## src/rtl/wb_gpio_in.sv

```systemverilog
// Wishbone classic slave sampling up to 32 asynchronous input pins.
// Per-pin edge detection into sticky W1C status bits with a maskable registered interrupt.
module wb_gpio_in #(
    parameter int unsigned N_INPUTS  = 32,
    parameter logic [31:0] RESET_POL = 32'hFFFF_FFFF
) (
    input  logic                clk_i,
    input  logic                rst_i,
    input  logic                wb_cyc_i,
    input  logic                wb_stb_i,
    input  logic                wb_we_i,
    input  logic [31:0]         wb_adr_i,
    input  logic [31:0]         wb_dat_i,
    input  logic [3:0]          wb_sel_i,
    output logic [31:0]         wb_dat_o,
    output logic                wb_ack_o,
    input  logic [N_INPUTS-1:0] gpio_i,
    output logic                irq_o
);

    // Unimplemented pins are forced to 0 in every register through this mask.
    localparam logic [31:0] IMPL = (N_INPUTS >= 32) ? 32'hFFFF_FFFF
                                                    : ((32'd1 << N_INPUTS) - 32'd1);

    localparam logic [1:0] A_DATA = 2'd0;
    localparam logic [1:0] A_STAT = 2'd1;
    localparam logic [1:0] A_MASK = 2'd2;
    localparam logic [1:0] A_POL  = 2'd3;

    logic [31:0] pins;
    logic [31:0] s1_q, s2_q, prev_q;
    logic [31:0] status_q, status_d;
    logic [31:0] mask_q, mask_d;
    logic [31:0] pol_q, pol_d;
    logic [31:0] dat_q, dat_d;
    logic        ack_q, irq_q;

    logic        req, wr, rd;
    logic [1:0]  adr;
    logic [31:0] lane, wbits, edge_det, clr, rdata;

    logic unused_adr;
    assign unused_adr = ^{wb_adr_i[31:4], wb_adr_i[1:0]};

    always_comb begin
        pins                 = '0;
        pins[N_INPUTS-1:0]   = gpio_i;
    end

    assign adr   = wb_adr_i[3:2];
    assign req   = wb_cyc_i & wb_stb_i & ~ack_q;
    assign wr    = req & wb_we_i;
    assign rd    = req & ~wb_we_i;
    assign lane  = {{8{wb_sel_i[3]}}, {8{wb_sel_i[2]}}, {8{wb_sel_i[1]}}, {8{wb_sel_i[0]}}};
    assign wbits = wb_dat_i & lane & IMPL;

    assign edge_det = ((pol_q & s2_q & ~prev_q) | (~pol_q & ~s2_q & prev_q)) & IMPL;
    assign clr      = (wr && adr == A_STAT) ? wbits : 32'h0;
    // A new edge in the same cycle as its clear keeps the bit set.
    assign status_d = (status_q & ~clr) | edge_det;
    assign mask_d   = (wr && adr == A_MASK) ? ((mask_q & ~lane) | wbits) : mask_q;
    assign pol_d    = (wr && adr == A_POL)  ? ((pol_q  & ~lane) | wbits) : pol_q;

    always_comb begin
        rdata = 32'h0;
        case (adr)
            A_DATA:  rdata = s2_q;
            A_STAT:  rdata = status_q;
            A_MASK:  rdata = mask_q;
            default: rdata = pol_q;
        endcase
    end

    assign dat_d = rd ? rdata : 32'h0;

    always_ff @(posedge clk_i or posedge rst_i) begin
        if (rst_i) begin
            s1_q     <= '0;
            s2_q     <= '0;
            prev_q   <= '0;
            status_q <= '0;
            mask_q   <= '0;
            pol_q    <= RESET_POL & IMPL;
            dat_q    <= '0;
            ack_q    <= 1'b0;
            irq_q    <= 1'b0;
        end else begin
            s1_q     <= pins;
            s2_q     <= s1_q;
            prev_q   <= s2_q;
            status_q <= status_d;
            mask_q   <= mask_d;
            pol_q    <= pol_d;
            dat_q    <= dat_d;
            ack_q    <= req;
            irq_q    <= |(status_q & mask_q);
        end
    end

    assign wb_dat_o = dat_q;
    assign wb_ack_o = ack_q;
    assign irq_o    = irq_q;

endmodule
```

## config.mk

```make
export PLATFORM = sky130hd
export DESIGN_NAME = wb_gpio_in
export DESIGN_NICKNAME = d
export VERILOG_FILES = /design/src/rtl/wb_gpio_in.sv
export SDC_FILE = /design/constraint.sdc
export NUM_CORES = 1
export LEC_CHECK = 0
export ABC_AREA = 1
export BUFFER_PORTS_ARGS = -buffer_cell sky130_fd_sc_hd__buf_2
export CAP_MARGIN = 20
export CORE_UTILIZATION = 53
export CTS_BUF_LIST = sky130_fd_sc_hd__clkbuf_4
export DETAILED_ROUTE_END_ITERATION = 10
export GPL_TIMING_DRIVEN = 1
export PLACE_DENSITY = 0.78
export SLEW_MARGIN = 15
export SYNTH_ARGS = -nofsm -noshare
export SYNTH_HDL_FRONTEND = slang
export SYNTH_SLANG_ARGS = --single-unit
export TNS_END_PERCENT = 5
```

## constraint.sdc

```tcl
create_clock -name clk_i -period 6.67 [get_ports clk_i]
set_input_delay 0.667 -clock clk_i [delete_from_list [all_inputs] [get_ports clk_i]]
set_output_delay 0.667 -clock clk_i [all_outputs]
set_load 0.005 [all_outputs]
```

==> results.md, run 1 <==
* Unrepaired setup endpoints after global routing: no
* CP Class: input port to register
* Final ANT Viol Nets at 0
* Drt first pass iters at 6
* RePlAce Congestion at 0.781
* PostCTS Resize Cnt at 0
* Crit start category: input port
* Clk_skew at 0.0514 ns
* Initial antenna violation count at 2
* Layout area overhead at 15.0%
* Sum Neg Setup Slack at 0 ns
* Die W at between 100 and 150 um
* Synth Cell Area at roughly 9500 um2
* TritonCTS clock tree: yes
* Hold Buf Count CTS at 0
* Die Area at between 15000 and 20000 um2
* Most frequent cells in the layout: 406 x nand2_1, 194 x dfrtp_1, 108 x buf_2, 92 x clkbuf_4, 74 x nor2_1
* Final wirelength at ~22000 um
* CP Capture Type: register
* GR Util All Layers at 0.251
* Fin crit share at 0.453
* H-tree depth at 2
* Slowest cell on crit path: inv_2
* Clock Latency Late Sink at a little under 0.7 ns
* Initial Util at 0.546
* Power Density at ~280 nW/um2
* Post-Synthesis Cells at between 1000 and 1500
* Peak VDD IR at 0.154 mV
* DR DRC count at 0
* Syn Nets at 1174
* Crit path buffers/inverters at 2
* CP required at slightly above 7 ns
* Peak Freq at approximately 330 MHz
* Non-Filler Instances at between 1000 and 1500
* Crit-path leading delay family: buffers and inverters
* Max-slew violations at 0
* WL per Instance at approximately 15 um
* Post-synthesis cell type count at 20
* Ports at between 100 and 150
* Nets at about 1300
* Pin count of the biggest net entering global routing at around 140
* Layout cell share with drive strength beyond 1 at 0.214
* CP max stage delay at 0.90 ns
* Crit-path cells: buf_2, nand2_2, inv_2, nand3_2, nand2_1, nand2_1
* Crit Path Max Fanout at 36
* Clk buf depth at 3
* Clock-pin slew on the worst setup and hold paths at 0.07 ns
* First-pass GRT wire length at between 30000 and 40000 um
* Clock Sinks at ~230
* Critical Path Most Common Cell: nand2_1
* Clk Tree Root Cell: clkbuf_4
* DRT iter0 DRCs at 591
* Post-layout util at 0.628
* Worst reg2reg path depth at 6
* Outcome: finished clean
* Seq/Total Area, Yosys at 0.601
* Hold path depth at 1
* CORE AREA at 17400 um2
* Worst min path class: input port to register
* Placed Cells at approximately 1400
* Total grt overflow at 0
* Mean post-synth cell area at between 8 and 9 um2
* Max Cap Violations at 0
* Synth Register Bits at 226
* Row count at 48
* Tmin final at a little over 3 ns
* Detailed-route via count at between 7000 and 8000
* Synth warnings at 0
* Commonest non-fill, non-tap cell in the layout: nand2_1
* Die Y at roughly 140 um
* Dpl hpwl at roughly 13000 um
* Setup repair bufs after CTS at 0
* Static leakage at between 5 and 6 nW
* Port-buffer cells at around 110
* Vias in the first global route at around 7500
* Fin. Hold Viols at 0
* Final setup violating endpoints at 0
* Post-DR vias/cell at between 5 and 6
* WP depth at 6
* Relative slew slack at 0.391
* Critical Path AT at about 3.6 ns
* Worst slew pin tran at 0.910 ns
* CTS buffer count at 59
-- cell usage after synthesis --
cell / count / area share
nor3_4: 1 / 0.0017
nand4_1: 64 / 0.042
inv_1: 66 / 0.026
dfstp_2: 32 / 0.089
nor2_2: 3 / 0.0020
nand3_2: 8 / 0.0084
inv_2: 3 / 0.0012
dfrtp_1: 194 / 0.51
and3_1: 26 / 0.017
buf_6: 1 / 0.0012
nor2_1: 75 / 0.030
buf_2: 22 / 0.012
a21oi_1: 6 / 0.0032
clkbuf_1: 18 / 0.0071
nand2_1: 407 / 0.16
nand3_1: 32 / 0.017
o21ai_0: 64 / 0.034
buf_1: 4 / 0.0016
buf_4: 11 / 0.0087
o211ai_1: 32 / 0.025
-- cell families after synthesis --
logic type / Yosys count / share of synthesized area
buffers and inverters: 125 / 0.0575
DFF: 226 / 0.601
and+or+nand+nor: 616 / 0.279
AOI/OAI and AO/OA: 102 / 0.0623
-- routing by layer --
metal	vias to the layer above	share of wire	track usage
li1	3755	-	-
met1	3737	0.44	0.343
met2	266	0.47	0.392
met3	46	0.061	0.0494
met4	2	0.020	0.105
met5	-	0.00059	0
-- area by class of cell --
class	instances	area (um2)
sequential	226	5700
tap	225	282
clock inverter	19	76.3
clock buffer	92	691
inverter	69	263
antenna	2	5.00
timing repair buffer	116	633
multi-input combinational	718	3250
fill	1491	6460
-- where the power goes --
part / switching [mW] / internal, mW / total (mW)
clock network: 0.549 / 0.628 / 1.18
registers: 0.0841 / 1.51 / 1.59
logic: 0.207 / 0.111 / 0.318
-- worst register-to-register path, delay by kind of cell, from the launching register on --
kind | cells | cell delay [ns]
buffers and inverters | 2 | 1.11
flip-flops | 1 | 0.42
AND/OR/NAND/NOR | 4 | 0.69
-- final timing paths --
kind / from / end / slack (ns)
max: wb_adr_i[3] / register / 3.65
min: gpio_i[8] / s1_q[8] / 0.08
min in group asynchronous: rst_i / async pin / 0.13
min reg2reg: s1_q[17] / s2_q[17] / 0.33
max reg2reg: wb_ack_o / register / 4.35
max in group asynchronous: rst_i / status_q[13] / 5.25
-- stage by stage --
stage	setup slack [ns]	total power [mW]	hold slack [ns]	area [um2]
global placement	3.12	1.91	0.331	10100
global route	3.54	3.26	0.0391	10900
finish	3.65	3.08	0.0785	10900
CTS	3.79	3.12	0.0293	10900
detailed placement	3.07	1.93	0.335	10100
floorplan	3.08	1.82	0.331	9480
No activity file was read; power rests on OpenSTA's default activity.
==> run 2, diff against run 1 <==
Settings changed: CORE_UTILIZATION 53 to 59, PLACE_DENSITY 0.78 to 0.82.
Clock period 6.67 ns to 3.08 ns, I/O delays scaled along.
==> results.md, run 2 (synthesis results as in run 1) <==
* Outcome: finished clean
* Final ANT Viol Nets at 0
* Dpl hpwl at approximately 13000 um
* Initial Util at 0.614
* Die W at between 100 and 150 um
* Critical Path AT at 2.24 ns
* Tmin final at around 1.7 ns
* Most frequent cells in the layout: 407 x nand2_1, 194 x dfrtp_1, 108 x buf_2, 81 x clkbuf_4, 74 x nor2_1
* Pin count of the biggest net entering global routing at around 170
* CP max stage delay at about 0.55 ns
* Nets at 1363
* # fillers at 1165
* Area of the multi-input gates at ~3300 um2
* Static leakage at slightly below 6 nW
* TritonCTS clock tree: yes
* Post-DR vias/cell at around 5.4
* Layout area overhead at 21.8%
* Commonest non-fill, non-tap cell in the layout: nand2_1
* CP required at about 3.6 ns
* Clk buf depth at 3
* Tot Pwr at 6.62 mW
* Crit-path cells: nor2_2, buf_12, o211ai_1, nor2_1
* Crit-path leading delay family: simple AND/OR/NAND/NOR gates
* Worst slew pin tran at 0.910 ns
* Setup repair bufs after CTS at 0
* Setup slack after layout at 1.38 ns
* DRT iter0 DRCs at 755
* Hold Worst Slack at approximately 0.12 ns
* Clk_skew at between 0.02 and 0.025 ns
* Crit path buffers/inverters at 1
* Layout cell share with drive strength beyond 1 at 0.199
* Crit start category: register
* CORE AREA at approximately 15000 um2
* Ports at between 100 and 150
* Unrepaired setup endpoints after global routing: no
* Drt first pass iters at 5
* RePlAce Congestion at 0.793
* Area taken by flip-flops and latches at around 5700 um2
* Final wirelength at roughly 23000 um
* Die Y at around 130 um
* Vias in the first global route at ~7600
* CP Capture Type: register
* Initial antenna violation count at 1
* First-pass GRT wire length at between 30000 and 40000 um
* CTS buffer count at 56
* Max-slew violations at 0
* Die Area at roughly 17000 um2
* Final setup violating endpoints at 0
* Fin area at 11500 um2
* CP Class: register to register
* Total grt overflow at 0
* Worst min path class: input port to register
* Peak VDD IR at approximately 0.37 mV
* Clock Sinks at between 200 and 250
* Clock-pin slew on the worst setup and hold paths at 0.08 ns
* Clock Latency Late Sink at around 0.65 ns
* Max Cap Violations at 0
* GR Util All Layers at 0.285
* Area after DPL at 10200 um2
* Slowest cell on crit path: nor2_2
* Fin. Hold Viols at 0
* Post-Place Worst Slack at roughly 1.2 ns
* Fin crit share at 0.553
* Detailed-route via count at between 8000 and 9000
* DR DRC count at 0
* Clk Tree Root Cell: clkbuf_4
* Relative slew slack at 0.394
* H-tree depth at 2
* Crit Path Max Fanout at 23
* Power Density at between 500 and 600 nW/um2
* Peak Freq at a little under 600 MHz
* Port-buffer cells at between 100 and 150
* Row count at between 40 and 50
* WL per Instance at about 15 um
run 2: layer usage:
layer / up-vias / share of wire / global-route usage
met5: - / 0 / 0
met4: 0 / 0.018 / 0.104
met3: 38 / 0.070 / 0.0553
met2: 340 / 0.50 / 0.477
met1: 3913 / 0.42 / 0.373
li1: 3880 / - / -
run 2: where the power goes:
group          switching, mW  internal [mW]  leakage [nW]
combinational          0.462          0.303          2.75
sequential             0.188           3.26          2.62
clock                   1.19           1.22         0.426
run 2: repair_timing:
item,4_1_cts,5_1_grt
resized for setup,0,0
endpoints found under the hold margin,280,0
hold buffers,65,0
run 2: tightest hold or removal path, cell delays in order:
cell and delay (ns):
buf_2 0.25, nand4_1 0.15, nand2_1 0.05
run 2: final timing paths:
kind                       depth (start not counted)        start            to  slack [ns]
setup reg to reg                                   4     wb_ack_o  wb_dat_o[10]        1.38
hold reg to reg                                    0      s1_q[3]       s2_q[3]        0.34
min in group asynchronous                          4        rst_i     prev_q[4]        0.43
hold / removal                                     3  wb_sel_i[3]      register        0.12
max in group asynchronous                          4        rst_i  wb_dat_o[23]        1.93
setup / recovery                                   4     wb_ack_o  wb_dat_o[10]        1.38
run 2: final cells by class:
class,count,share of cell area
diodes,1,0.000217
clock buffers,81,0.0527
clock inverters,23,0.00802
inverters,69,0.0228
multi-input cells,718,0.282
flip-flops and latches,226,0.493
well taps,211,0.0229
repair buffers,187,0.119
run 2: through the flow:
stage / setup TNS (ns) / utilization / instances
after CTS: 0 / 0.748 / 1515
final: 0 / 0.749 / 1516
after floorplan: -29.85 / - / 1069
after detailed placement: 0 / 0.661 / 1346
after global routing: 0 / 0.749 / 1516
after global placement: 0 / 0.661 / 1346
